===== src/rtl/phoenix_switch_control_pkg.sv =====
`default_nettype none
// +----------------------------------------------------------------------------+
// | Module  : phoenix_switch_control_pkg                                       |
// | Purpose : Shared constants for the phoenix router switch controller:       |
// |           port count, port indices and FSM state codes.                    |
// | Ports   : none (package)                                                   |
// | Rev     : 1.0  initial release                                             |
// +----------------------------------------------------------------------------+
package phoenix_switch_control_pkg;

  localparam int NPORT = 5;

  // Port indices; also the encoding used in the mux_in / mux_out tables.
  localparam logic [2:0] EAST  = 3'd0;
  localparam logic [2:0] WEST  = 3'd1;
  localparam logic [2:0] NORTH = 3'd2;
  localparam logic [2:0] SOUTH = 3'd3;
  localparam logic [2:0] LOCAL = 3'd4;

  // Controller FSM state codes.
  localparam logic [2:0] S_IDLE  = 3'd0;
  localparam logic [2:0] S_ARB   = 3'd1;
  localparam logic [2:0] S_ROUTE = 3'd2;
  localparam logic [2:0] S_CHECK = 3'd3;
  localparam logic [2:0] S_GRANT = 3'd4;

endpackage
`default_nettype wire


===== src/rtl/phoenix_switch_control_rr_arbiter.sv =====
`default_nettype none
// +----------------------------------------------------------------------------+
// | Module  : phoenix_switch_control_rr_arbiter                                |
// | Purpose : Combinational 5-way round-robin select. The search starts at     |
// |           ptr+1 (mod NPORT) and returns the first requesting index.        |
// | Ports   : req   in  NPORT  pending requests                                |
// |           ptr   in  3      index granted last time                         |
// |           grant out 3      selected index (ptr when nothing requests)      |
// |           valid out 1      at least one request present                    |
// | Rev     : 1.0  initial release                                             |
// +----------------------------------------------------------------------------+
module phoenix_switch_control_rr_arbiter
  import phoenix_switch_control_pkg::*;
(
  input  logic [NPORT-1:0] req,
  input  logic [2:0]       ptr,
  output logic [2:0]       grant,
  output logic             valid
);

  logic [2:0] w_idx;

  // Walk the candidates from farthest to nearest so the nearest requester
  // after ptr is the last one written and therefore wins.
  always_comb begin
    grant = ptr;
    valid = 1'b0;
    w_idx = ptr;
    for (int i = NPORT; i >= 1; i--) begin
      w_idx = 3'((int'(ptr) + i) % NPORT);
      if (req[w_idx]) begin
        grant = w_idx;
        valid = 1'b1;
      end
    end
  end

endmodule
`default_nettype wire


===== src/rtl/phoenix_switch_control.sv =====
`default_nettype none
// +----------------------------------------------------------------------------+
// | Module  : phoenix_switch_control                                           |
// | Purpose : Routing/arbitration controller for the five router input ports.  |
// |           Picks a pending header round-robin, computes its XY route,       |
// |           grants it when the target output is free, keeps the crossbar     |
// |           connection tables and releases a connection when the owning      |
// |           buffer's sender falls.                                           |
// | Ports   : clock, reset (sync, active-high)                                 |
// |           address  in  ADDR_W          this router's {x,y}                 |
// |           h        in  NPORT           per-input routing request           |
// |           sender   in  NPORT           per-input connection in use         |
// |           data_in  in  NPORT*TAM_FLIT  per-input buffer head               |
// |           ack_h    out NPORT           one-hot one-cycle routing grant     |
// |           out_busy out NPORT           output allocated                    |
// |           in_conn  out NPORT           input connected                     |
// |           mux_in   out NPORT*3         per output: source input index      |
// |           mux_out  out NPORT*3         per input: destination output index |
// | Rev     : 1.0  initial release                                             |
// +----------------------------------------------------------------------------+
module phoenix_switch_control
  import phoenix_switch_control_pkg::*;
#(
  parameter int TAM_FLIT = 16,
  parameter int ADDR_W   = 8
) (
  input  logic                      clock,
  input  logic                      reset,
  input  logic [ADDR_W-1:0]         address,
  input  logic [NPORT-1:0]          h,
  input  logic [NPORT-1:0]          sender,
  input  logic [NPORT*TAM_FLIT-1:0] data_in,
  output logic [NPORT-1:0]          ack_h,
  output logic [NPORT-1:0]          out_busy,
  output logic [NPORT-1:0]          in_conn,
  output logic [NPORT*3-1:0]        mux_in,
  output logic [NPORT*3-1:0]        mux_out
);

  localparam int HALF = ADDR_W / 2;

  logic [2:0]         r_state;
  logic [2:0]         r_sel;
  logic [2:0]         r_dest;
  logic [2:0]         r_rr;
  logic [NPORT-1:0]   r_out_busy;
  logic [NPORT-1:0]   r_in_conn;
  logic [NPORT-1:0]   r_sender_d;
  logic [NPORT*3-1:0] r_mux_in;
  logic [NPORT*3-1:0] r_mux_out;

  logic [NPORT-1:0]   w_req;
  logic [2:0]         w_arb_grant;
  logic               w_arb_valid;
  logic [ADDR_W-1:0]  w_target;
  logic [NPORT-1:0]   w_release;
  logic [NPORT-1:0]   w_busy_nxt;
  logic [NPORT-1:0]   w_conn_nxt;

  // Only the low ADDR_W bits of each head carry the target address.
  logic w_unused_data_in;
  assign w_unused_data_in = ^data_in;

  // Unsigned XY routing: X is resolved first, then Y.
  function automatic logic [2:0] xy_route(input logic [ADDR_W-1:0] target,
                                          input logic [ADDR_W-1:0] here);
    logic [HALF-1:0] tx, ty, lx, ly;
    tx = target[ADDR_W-1:HALF];
    ty = target[HALF-1:0];
    lx = here[ADDR_W-1:HALF];
    ly = here[HALF-1:0];
    if (tx > lx)      return EAST;
    else if (tx < lx) return WEST;
    else if (ty > ly) return NORTH;
    else if (ty < ly) return SOUTH;
    else              return LOCAL;
  endfunction

  // Connected inputs do not compete for a new route.
  assign w_req = h & ~r_in_conn;

  phoenix_switch_control_rr_arbiter u_arb (
    .req   (w_req),
    .ptr   (r_rr),
    .grant (w_arb_grant),
    .valid (w_arb_valid)
  );

  assign w_target = data_in[int'(r_sel)*TAM_FLIT +: ADDR_W];

  // A connection ends on the falling edge of its buffer's sender.
  assign w_release = r_in_conn & r_sender_d & ~sender;

  // Release is applied before the grant; the two always concern different
  // ports, because CHECK judged the granted output on pre-release state.
  always_comb begin
    w_busy_nxt = r_out_busy;
    w_conn_nxt = r_in_conn;
    for (int p = 0; p < NPORT; p++) begin
      if (w_release[p]) begin
        w_conn_nxt[p]                   = 1'b0;
        w_busy_nxt[r_mux_out[p*3 +: 3]] = 1'b0;
      end
    end
    if (r_state == S_GRANT) begin
      w_busy_nxt[r_dest] = 1'b1;
      w_conn_nxt[r_sel]  = 1'b1;
    end
  end

  always_ff @(posedge clock) begin
    if (reset) begin
      r_state    <= S_IDLE;
      r_sel      <= EAST;
      r_dest     <= EAST;
      r_rr       <= LOCAL;
      r_out_busy <= '0;
      r_in_conn  <= '0;
      r_sender_d <= '0;
      r_mux_in   <= '0;
      r_mux_out  <= '0;
    end else begin
      r_sender_d <= sender;
      r_out_busy <= w_busy_nxt;
      r_in_conn  <= w_conn_nxt;
      case (r_state)
        S_IDLE: begin
          if (|w_req) r_state <= S_ARB;
        end
        S_ARB: begin
          if (w_arb_valid) begin
            r_sel   <= w_arb_grant;
            r_rr    <= w_arb_grant;
            r_state <= S_ROUTE;
          end else begin
            // Unreachable by the IDLE entry condition; abandon the pass.
            r_sel   <= r_rr;
            r_state <= S_IDLE;
          end
        end
        S_ROUTE: begin
          r_dest  <= xy_route(w_target, address);
          r_state <= S_CHECK;
        end
        S_CHECK: begin
          // A busy target drops back to IDLE; the request is retried on a
          // later pass once the pointer has moved on.
          r_state <= r_out_busy[r_dest] ? S_IDLE : S_GRANT;
        end
        S_GRANT: begin
          r_mux_in[int'(r_dest)*3 +: 3] <= r_sel;
          r_mux_out[int'(r_sel)*3 +: 3] <= r_dest;
          r_state                       <= S_IDLE;
        end
        default: r_state <= S_IDLE;
      endcase
    end
  end

  always_comb begin
    ack_h = '0;
    if (r_state == S_GRANT) ack_h[r_sel] = 1'b1;
  end

  assign out_busy = r_out_busy;
  assign in_conn  = r_in_conn;
  assign mux_in   = r_mux_in;
  assign mux_out  = r_mux_out;

endmodule
`default_nettype wire


===== config.mk =====
export PLATFORM = sky130hd
export DESIGN_NAME = phoenix_switch_control
export DESIGN_NICKNAME = d
export VERILOG_FILES = /design/src/rtl/phoenix_switch_control_pkg.sv /design/src/rtl/phoenix_switch_control_rr_arbiter.sv /design/src/rtl/phoenix_switch_control.sv
export SDC_FILE = /design/constraint.sdc
export NUM_CORES = 1
export LEC_CHECK = 0
export CELL_PAD_IN_SITES_DETAIL_PLACEMENT = 1
export CELL_PAD_IN_SITES_GLOBAL_PLACEMENT = 1
export CORE_MARGIN = 3
export CORE_UTILIZATION = 32
export CTS_CLUSTER_DIAMETER = 40
export DETAILED_ROUTE_END_ITERATION = 6
export GPL_TIMING_DRIVEN = 0
export PLACE_DENSITY = 0.88
export SETUP_SLACK_MARGIN = 0.5
export SYNTH_ARGS = -nofsm -noshare
export SYNTH_HDL_FRONTEND = slang
export SYNTH_SLANG_ARGS = --single-unit
export TNS_END_PERCENT = 30

===== constraint.sdc =====
create_clock -name clock -period 4.5 [get_ports clock]
set_clock_uncertainty 0.2 [all_clocks]
set_input_delay 0.9 -clock clock [delete_from_list [all_inputs] [get_ports clock]]
set_output_delay 0.9 -clock clock [all_outputs]
set_load 0.03 [all_outputs]

==> flow_summary.ini <==
[clock_network]
clock_sinks = 55
h-tree-depth = 2
clkTransAtPathRegs_ns = 0.07
ctsHoldBuffers = 0
clk_latency_ns = 0.30
cts_tree = done
numCtsBuffers = 5
cts_root_buffer = clkbuf_16
cts.path.max_buffers = 2

[logic_synthesis]
synth_edf_count = 0
syn_area_mm2 = 0.00499
synth_cell_types = 86
avgSynthCellArea_um2 = 8.24
netlist.top_cell.by_area = dfxtp_1
synth_seq_cells = 55
synth_top_cell_area_share = 0.220
async_flop_share = 0
synth.net_count = 742
ys_warn_count = 0
seq_area_frac_synth = 0.220
synth_flop_cell = dfxtp_1
syn-instance-count = 606
synth.area.top_cells = dfxtp_1 (22%), ha_1 (9.0%), mux2i_1 (6.0%)

[timing]
fin_hold_ws_ns = 0.295
setup_tns_ns = 0
period_share = 0.957
slew_violations = 0
finalWorstSetupSlack_ns = 0.195
period_minus_slack_ns = 4.31
timing.fmax_ghz = 0.232
grt_setup_unrepaired = yes
tightest_slew_ns = 0.881
finalHoldViolCount = 0
setup_violations = 0
max_slew_margin = 0.407

[routing]
wl_per_cell_um = 20.3
vias = 5316
dr.pass1.iters = 5
drcViolationCount = 0
finalWirelength_mm = 19.6
drtAntennaViolNets = 0
drt_iter0_markers = 276
routed_via_density = 5.51

[floorplanning]
die-area_mm2 = 0.0171
io_pins = 145
initial_core_util = 0.327
die_h_um = 131
core_area_mm2 = 0.0153
fp-row-count = 45
die_w_um = 131

[cells_and_area]
nNetsFinal = 889
utilization = 0.469
diodes = 0
area_growth_pct = 43.4
drive_gt1_frac = 0.196

[critical_path]
critical_path_arrival_ns = 4.34
timing.rr.end = r_rr[2]$_SDFFE_PP1N_
critical_path_class = flop to flop
r2r_start = r_sel[0]$_SDFFE_PP0P_
worstPathRequired_ns = 4.53
startpoint_type = flop
cp-end-kind = flop
path_max_fanout = 6
r2r_cells = 17
regToRegSetupSlack_ns = 0.19

[worst_hold_path]
hold_depth = 2
hold_start = mux_in[8]$_SDFFE_PP0P_
min_to = mux_in[8]$_SDFFE_PP0P_
hold_class = flop to flop

[global_route]
grt_max_degree = 17
grt_pass1_vias = 5671
grt_pass1_wl_mm = 29.8
gr-usage-all-layers = 0.220
grt_overflow = 0
grt_antenna_before_repair = 0

[place]
dp_slack_ns = -0.144
routabilityCongestion = 0.920
io_buffers = 103
dp.final_hpwl_mm = 14.1

[power_and_ir_drop]
p_leak_nw = 2.66
peakVddDrop_v = 0.000320
p_per_area_mw_per_mm2 = 737
total_power_mw = 5.28

[status]
status = complete, no violations

[flow_run]
drv_cap = 0
## final cells by class
type / count / area (um2)
Fill cell: 1800 / 8100
Inverter: 35 / 161
Clock buffer: 6 / 129
Clock inverter: 2 / 12.5
Timing Repair Buffer: 140 / 1310
Buffer: 30 / 216
Multi-Input combinational cell: 486 / 3960
Tap cell: 211 / 264
Sequential cell: 55 / 1110
## report_power, final
part / internal, mW / total [mW] / switching, mW
registers: 0.519 / 0.563 / 0.0436
logic: 2.01 / 4.33 / 2.32
clock network: 0.206 / 0.391 / 0.185
total: 2.74 / 5.28 / 2.54
## per-layer routing
layer,global-route usage,share of wire,up-vias
met2,0.398,0.52,139
li1,-,-,2520
met4,0.0714,0.032,0
met1,0.274,0.41,2615
met3,0.0236,0.034,42
met5,0,0,-
## layout by cell type (no fill, tap or decap), types with 7 or more instances in the layout
cell type and count:
clkbuf_1 17, nor3_1 15, a22o_1 7, nand4_1 9
dfxtp_1 52, nand2_1 41, nand3b_1 10, mux4_2 11
nand2b_1 15, ha_1 28, a211oi_1 7, o21ai_0 17
nor2_1 67, ha_4 7, nor2b_1 15, clkdlybuf4s50_1 103
nand3_1 17, nor4_1 9, a21oi_1 40, mux2i_1 30
buf_4 36, inv_1 30, or3_1 7
## how the worst max path moves through the flow
stage                                      from                    to  slack [ns]  cells after the start
final                     r_sel[0]$_SDFFE_PP0P_  r_rr[2]$_SDFFE_PP1N_        0.19                     17
after detailed placement  r_sel[0]$_SDFFE_PP0P_  r_rr[2]$_SDFFE_PP1N_       -0.14                     17
after CTS                 r_sel[0]$_SDFFE_PP0P_  r_rr[2]$_SDFFE_PP1N_        0.25                     17
after global routing      r_sel[0]$_SDFFE_PP0P_  r_rr[2]$_SDFFE_PP1N_        0.06                     18
after global placement    r_sel[0]$_SDFFE_PP0P_  r_rr[2]$_SDFFE_PP1N_       -0.11                     17
after floorplan           r_sel[0]$_SDFFE_PP0P_  r_rr[2]$_SDFFE_PP1N_        0.49                     17
## registers in the layout, summed over array words and instances (netlist names)
| register | cells |
|---|---|
| r_dest | 3 |
| r_sender_d | 5 |
| r_sel | 3 |
| in_conn | 5 |
| mux_in | 15 |
| r_rr | 1 |
| r_state | 3 |
| out_busy | 5 |
| mux_out | 15 |
## Yosys cell counts (5+ instances only)
cell,instances
or2_2,5
nand3_1,17
nor2b_1,16
nor2_1,70
ha_1,36
mux4_2,11
nand4_1,9
nor4_1,10
nand3b_1,10
nor3_1,17
nand2b_1,17
nand2_1,41
a211oi_1,8
o211ai_1,6
o21ai_0,17
dfxtp_1,55
and3_1,8
inv_1,30
clkbuf_1,19
or3_1,8
mux2i_1,30
a31oi_1,7
a21oi_1,44
a22o_1,7
## metrics by stage
stage	instance area, um2	cells
floorplan	5150	606
global placement	6450	920
detailed placement	6450	920
CTS	6880	947
global route	7160	965
finish	7160	965
## worst max-delay path: stages, from the launching register on
cell	delay [ns]
dfxtp_4	0.38
buf_6	0.13
ha_4	0.17
buf_8	0.12
xor2_4	0.15
ha_4	0.18
or4b_4	0.52
and4_4	0.24
nor2_4	0.20
ha_4	0.21
nand2b_4	0.07
a31o_4	0.23
o41ai_4	0.34
a311o_1	0.20
nor4b_4	0.34
a31oi_4	0.19
and3_4	0.23
o21bai_4	0.10
## repair_timing
action	in CTS	in global routing
setup buffers	19	18
setup endpoints to repair	10	11
gates resized for setup	29	29
pin swaps	21	24
## cells by family (layout without fill, tap and decap cells)
kind of cell,after synthesis,count (layout),synth area share
and+or+nand+nor,251,251,0.269
adders and majority gates,36,36,0.0902
muxes,43,43,0.114
buffers and inverters,65,213,0.0574
AOI/OAI and AO/OA,149,149,0.225
xor gates and xnor gates,7,7,0.0243
DFF,55,55,0.220
(Power assumes the default switching activity.)
